## src/rtl/sync_updown_counter_pkg.sv

```systemverilog
// Shared constants and helpers for the parametrised up/down counter.
package sync_updown_counter_pkg;

    // Direction encoding on the up_down input.
    localparam logic DIR_UP   = 1'b1;
    localparam logic DIR_DOWN = 1'b0;

    // Behaviour at a count bound.
    localparam int MODE_WRAP = 0;
    localparam int MODE_SAT  = 1;

    // Highest legal count value (MODULUS-1). The caller narrows it to WIDTH bits.
    // When MODULUS = 2**WIDTH this becomes all-ones, so no wider constant is needed.
    function automatic logic [31:0] terminal_value(input int unsigned modulus);
        return 32'(modulus - 32'd1);
    endfunction

endpackage

```

## src/rtl/sync_counter_next.sv

```systemverilog
// Next-state logic for the up/down counter.
// Resolves load, count and hold into the next count and wrap flag.
// Also drives the zero-latency terminal-count output used for cascading.
module sync_counter_next
    import sync_updown_counter_pkg::*;
#(
    parameter int          WIDTH    = 4,
    parameter int unsigned MODULUS  = 16,
    parameter int          SATURATE = 0
) (
    input  logic [WIDTH-1:0] q,
    input  logic             up_down,
    input  logic             load,
    input  logic [WIDTH-1:0] d_in,
    input  logic             c_enable,
    output logic [WIDTH-1:0] next_q,
    output logic             next_wrap,
    output logic             tc
);

    localparam logic [WIDTH-1:0] TERM = WIDTH'(terminal_value(MODULUS));
    localparam logic [WIDTH-1:0] ZERO = {WIDTH{1'b0}};
    localparam logic [WIDTH-1:0] ONE  = {{(WIDTH-1){1'b0}}, 1'b1};

    logic             at_top_s;
    logic             at_zero_s;
    logic [WIDTH-1:0] load_q_s;
    logic [WIDTH-1:0] up_bound_q_s;
    logic [WIDTH-1:0] down_bound_q_s;

    assign at_top_s  = (q == TERM);
    assign at_zero_s = (q == ZERO);

    // Out-of-range load values clamp to the top of the count range.
    assign load_q_s = (d_in > TERM) ? TERM : d_in;

    // Enabled and sitting at the bound the current direction is heading for.
    assign tc = c_enable & (((up_down == DIR_UP) & at_top_s) |
                            ((up_down == DIR_DOWN) & at_zero_s));

    // Where a bound event leaves the count: stay put, or jump to the opposite bound.
    always_comb begin
        case (SATURATE)
            MODE_SAT: begin
                up_bound_q_s   = q;
                down_bound_q_s = q;
            end
            MODE_WRAP: begin
                up_bound_q_s   = ZERO;
                down_bound_q_s = TERM;
            end
            default: begin
                up_bound_q_s   = ZERO;
                down_bound_q_s = TERM;
            end
        endcase
    end

    // Priority: load over count over hold. A wrap is flagged only on a bound event.
    always_comb begin
        next_q    = q;
        next_wrap = 1'b0;
        if (load) begin
            next_q    = load_q_s;
            next_wrap = 1'b0;
        end else if (c_enable) begin
            case (up_down)
                DIR_UP: begin
                    if (at_top_s) begin
                        next_q    = up_bound_q_s;
                        next_wrap = 1'b1;
                    end else begin
                        next_q    = q + ONE;
                        next_wrap = 1'b0;
                    end
                end
                DIR_DOWN: begin
                    if (at_zero_s) begin
                        next_q    = down_bound_q_s;
                        next_wrap = 1'b1;
                    end else begin
                        next_q    = q - ONE;
                        next_wrap = 1'b0;
                    end
                end
                default: begin
                    next_q    = q;
                    next_wrap = 1'b0;
                end
            endcase
        end else begin
            next_q    = q;
            next_wrap = 1'b0;
        end
    end

endmodule

```

## src/rtl/sync_updown_counter.sv

```systemverilog
// Parametrised synchronous up/down counter with load, wrap/saturate mode,
// cascadable terminal count and a registered one-cycle wrap pulse.
module sync_updown_counter
    import sync_updown_counter_pkg::*;
#(
    parameter int          WIDTH    = 4,
    parameter int unsigned MODULUS  = 16,
    parameter int          SATURATE = 0
) (
    input  logic             clock,
    input  logic             clear,
    input  logic             c_enable,
    input  logic             up_down,
    input  logic             load,
    input  logic [WIDTH-1:0] d_in,
    output logic [WIDTH-1:0] Q,
    output logic             tc,
    output logic             wrap
);

    logic [WIDTH-1:0] q_r;
    logic             wrap_r;
    logic [WIDTH-1:0] next_q_s;
    logic             next_wrap_s;

    sync_counter_next #(
        .WIDTH    (WIDTH),
        .MODULUS  (MODULUS),
        .SATURATE (SATURATE)
    ) u_next (
        .q         (q_r),
        .up_down   (up_down),
        .load      (load),
        .d_in      (d_in),
        .c_enable  (c_enable),
        .next_q    (next_q_s),
        .next_wrap (next_wrap_s),
        .tc        (tc)
    );

    // Count and wrap-pulse registers; clear zeroes both without waiting for an edge.
    always_ff @(posedge clock or negedge clear) begin
        if (!clear) begin
            q_r    <= {WIDTH{1'b0}};
            wrap_r <= 1'b0;
        end else begin
            q_r    <= next_q_s;
            wrap_r <= next_wrap_s;
        end
    end

    assign Q    = q_r;
    assign wrap = wrap_r;

endmodule

```

## config.mk

```make
export PLATFORM = sky130hd
export DESIGN_NAME = sync_updown_counter
export DESIGN_NICKNAME = d
export VERILOG_FILES = /design/src/rtl/sync_updown_counter_pkg.sv /design/src/rtl/sync_counter_next.sv /design/src/rtl/sync_updown_counter.sv
export SDC_FILE = /design/constraint.sdc
export NUM_CORES = 1
export LEC_CHECK = 0
export CAP_MARGIN = 20
export CELL_PAD_IN_SITES_DETAIL_PLACEMENT = 0
export CELL_PAD_IN_SITES_GLOBAL_PLACEMENT = 1
export CORE_AREA = 2 2 40 42
export CTS_BUF_LIST = sky130_fd_sc_hd__clkbuf_16
export DETAILED_ROUTE_END_ITERATION = 8
export DIE_AREA = 0 0 42 44
export PLACE_DENSITY_LB_ADDON = 0.1
export SKIP_CTS_REPAIR_TIMING = 1
export SYNTH_ARGS = -nofsm -noshare
export SYNTH_HDL_FRONTEND = slang
export SYNTH_SLANG_ARGS = --single-unit
```

## constraint.sdc

```tcl
create_clock -name clock -period 4.7 [get_ports clock]
set_input_delay 0.705 -clock clock [delete_from_list [all_inputs] [get_ports clock]]
set_output_delay 0.705 -clock clock [all_outputs]
set_load 0.005 [all_outputs]
```

==> impl_metrics.toml <==
[run_status]
status = "finished, final reports clean"

[route]
via_per_inst = 4.66
antenna_left = 0
drt_iter0_drc = 5
wl_met1_um = 384
wl_per_cell_um = 12.1
met2_length_um = 477
drcViolationCount = 0
dr_wl_met3_um = 19
top_layer = "met3"
vias = 340
first_pass_iters = 2
wirelength_um = 881

[floorplan]
die_x_um = 42
io_pins = 15
design.core.area_mm2 = 0.00142
start_util_pct = 26.9
die_area_mm2 = 0.00185
rows = 14
die_h_um = 44

[power_and_ir_drop]
power.leakage_nw = 0.265
seqPwrFrac_pct = 23.5
p_sw_uw = 56.8
p_int_uw = 193
p_sw_share_pct = 22.7
pwr-share-clk_pct = 54.3
combinationalPowerShare_pct = 22.1
ir_drop_v = 0.000264
pwr_density_cell_mw_per_mm2 = 411
total_power_uw = 250

[flow_run]
cap_violations = 0

[worst_setup_path]
critPathTopFamily = "buffers and inverters"
path_common_cell = "clkdlybuf4s50_1"
critPathLaunchType = "primary input"
critical_path_arrival_ns = 2.44
crit_buf_inv = 2
path_cells = "clkdlybuf4s50_1, or4b_4, a21boi_2, clkdlybuf4s50_1"
crit_fanout = 6
critical_path_class = "in -> out"
critical-path-max-stage-delay_ns = 0.54
cp.required_ns = 3.99
worst_setup_path_end_kind = "output port"
crit_slowest_cell = "or4b_4"

[cells_and_area]
syn_to_final_growth_pct = 59.7
nets = 69
insertedDiodeCount = 0
final_common_cell = "clkdlybuf4s50_1"
fillers = 136
layout-drive-gt1-share_pct = 14.0
final_cell_mix = "clkdlybuf4s50_1 (14), dfrtp_1 (5), nand2_1 (5)"

[synth]
yosys.area.top_type_share_pct = 32.8
synth_area_leaders = "dfrtp_1 (33%), xnor2_1 (6.9%), ha_1 (6.6%)"
ys_warn_count = 0
yosys.area.top_type = "dfrtp_1"
syn_nets = 51
synthCells = 40
synth_area_per_cell_um2 = 9.54
ys_types = 23
ys_ff_latch = 5
syn_area_um2 = 382
seq_area_frac_synth_pct = 32.8

[timing]
totalNegativeSetupSlack_ns = 0
period_minus_slack_ns = 3.14
clock.fmax_mhz = 318
worstMarginPinSlew_ns = 0.392
setup_viol_count_final = 0
rsz0062_at_grt = "no"
timing_hold_violations_final = 0
slew_headroom_pct = 73.8
min_period_over_period_pct = 66.8
skew_ns = 0.000190
slew_viol_final = 0

[cts]
tritoncts = "built"
clock_latency_ns = 0.22
cts_buffers = 3
cts.sinks = 5
root_buffer = "clkbuf_16"
htreeDepth = 1
clock_path_buffers = 2
clk_pin_slew_ns = 0.03

[placement]
place_hpwl_um = 718
portBuffers = 14
globalplace.congestion = 0.688

[grt]
grt_antenna_before_repair = 0
grt_pass1_vias = 349
grt_pass1_wl_um = 1510
grt_max_degree = 10
grtUsageTotal_pct = 11.2
grt.overflow.total = 0

[min_path]
hp-class = "reg -> reg"
[flip-flops by register name, indices dropped and copies added, names as in the netlist]
register,cells
Q,4
wrap,1
[metal layers]
metal	vias to the layer above	track usage, %
met5	-	0
met4	0	9.68
met3	0	1.25
met2	8	19.1
met1	158	12.5
li1	174	-
[worst min-delay path, cell delays in order (launching register included)]
cell,delay (ns)
dfrtp_1,0.41
mux2i_1,0.10
o21ai_0,0.14
[power by group through the flow]
| stage | clock (mW) | combinational (mW) | sequential, mW |
|---|---|---|---|
| floorplan | 0 | 0.0300 | 0.0578 |
| global placement | 0 | 0.0553 | 0.0595 |
| detailed placement | 0 | 0.0558 | 0.0595 |
| CTS | 0.139 | 0.0564 | 0.0591 |
| global route | 0.142 | 0.0614 | 0.0605 |
| finish | 0.136 | 0.0554 | 0.0589 |
[synth_stat cells (all sizes together)]
master  n
dfrtp   5
nand2   5
o21ai   4
inv     3
mux2    3
xnor2   3
a21oi   2
ha      2
nor2b   2
a211o   1
a21boi  1
a31oi   1
buf     1
mux2i   1
nand4   1
nor2    1
nor3    1
nor3b   1
or4     1
or4b    1
[per-stage QoR]
step | hold slack [ns] | utilization (%) | worst slack, ns | instances | area (µm²)
final | 0.694 | 42.9 | 1.56 | 73 | 609
after global routing | 0.730 | 42.9 | 1.49 | 73 | 609
after CTS | 0.716 | 42.9 | 1.54 | 73 | 609
after detailed placement | 0.710 | 37.4 | 1.56 | 69 | 531
after global placement | 0.685 | 37.4 | 1.57 | 69 | 531
after floorplan | 0.409 | - | 2.65 | 40 | 382
[cell type report]
type / instances / area, µm² / share of cell area [%]
multi-input combinational: 31 / 234 / 38.4
timing repair buffer: 14 / 140 / 23.0
sequential: 5 / 125 / 20.5
clock buffer: 3 / 75.1 / 12.3
tap: 16 / 20.0 / 3.29
inverter: 3 / 11.3 / 1.85
clock inverter: 1 / 3.75 / 0.616
[path summary, 6_finish.rpt]
path	start	endpoint	slack [ns]	cells after the start
worst max-delay path	up_down	tc	1.56	4
worst min-delay path	Q[1]	Q[1]	0.69	2
worst max register to register	Q[0]	Q[3]	3.06	6
worst min register to register	Q[1]	Q[1]	0.69	2
max in group asynchronous	clear	Q[1]	3.80	1
min in group asynchronous	clear	Q[0]	0.71	1
[kinds of logic (layout without fill, tap and decap cells)]
logic type	after synthesis	after routing	synth area share [%]
AO/OA/AOI/OAI	9	9	14.8
XOR/XNOR	3	3	6.89
adder cells (fa/ha/maj)	2	2	6.56
buffers and inverters	4	21	5.90
flip-flops	5	5	32.8
multiplexers	4	4	11.5
AND/OR/NAND/NOR	13	13	21.6
Note: power is estimated with default switching activity, not from simulation.
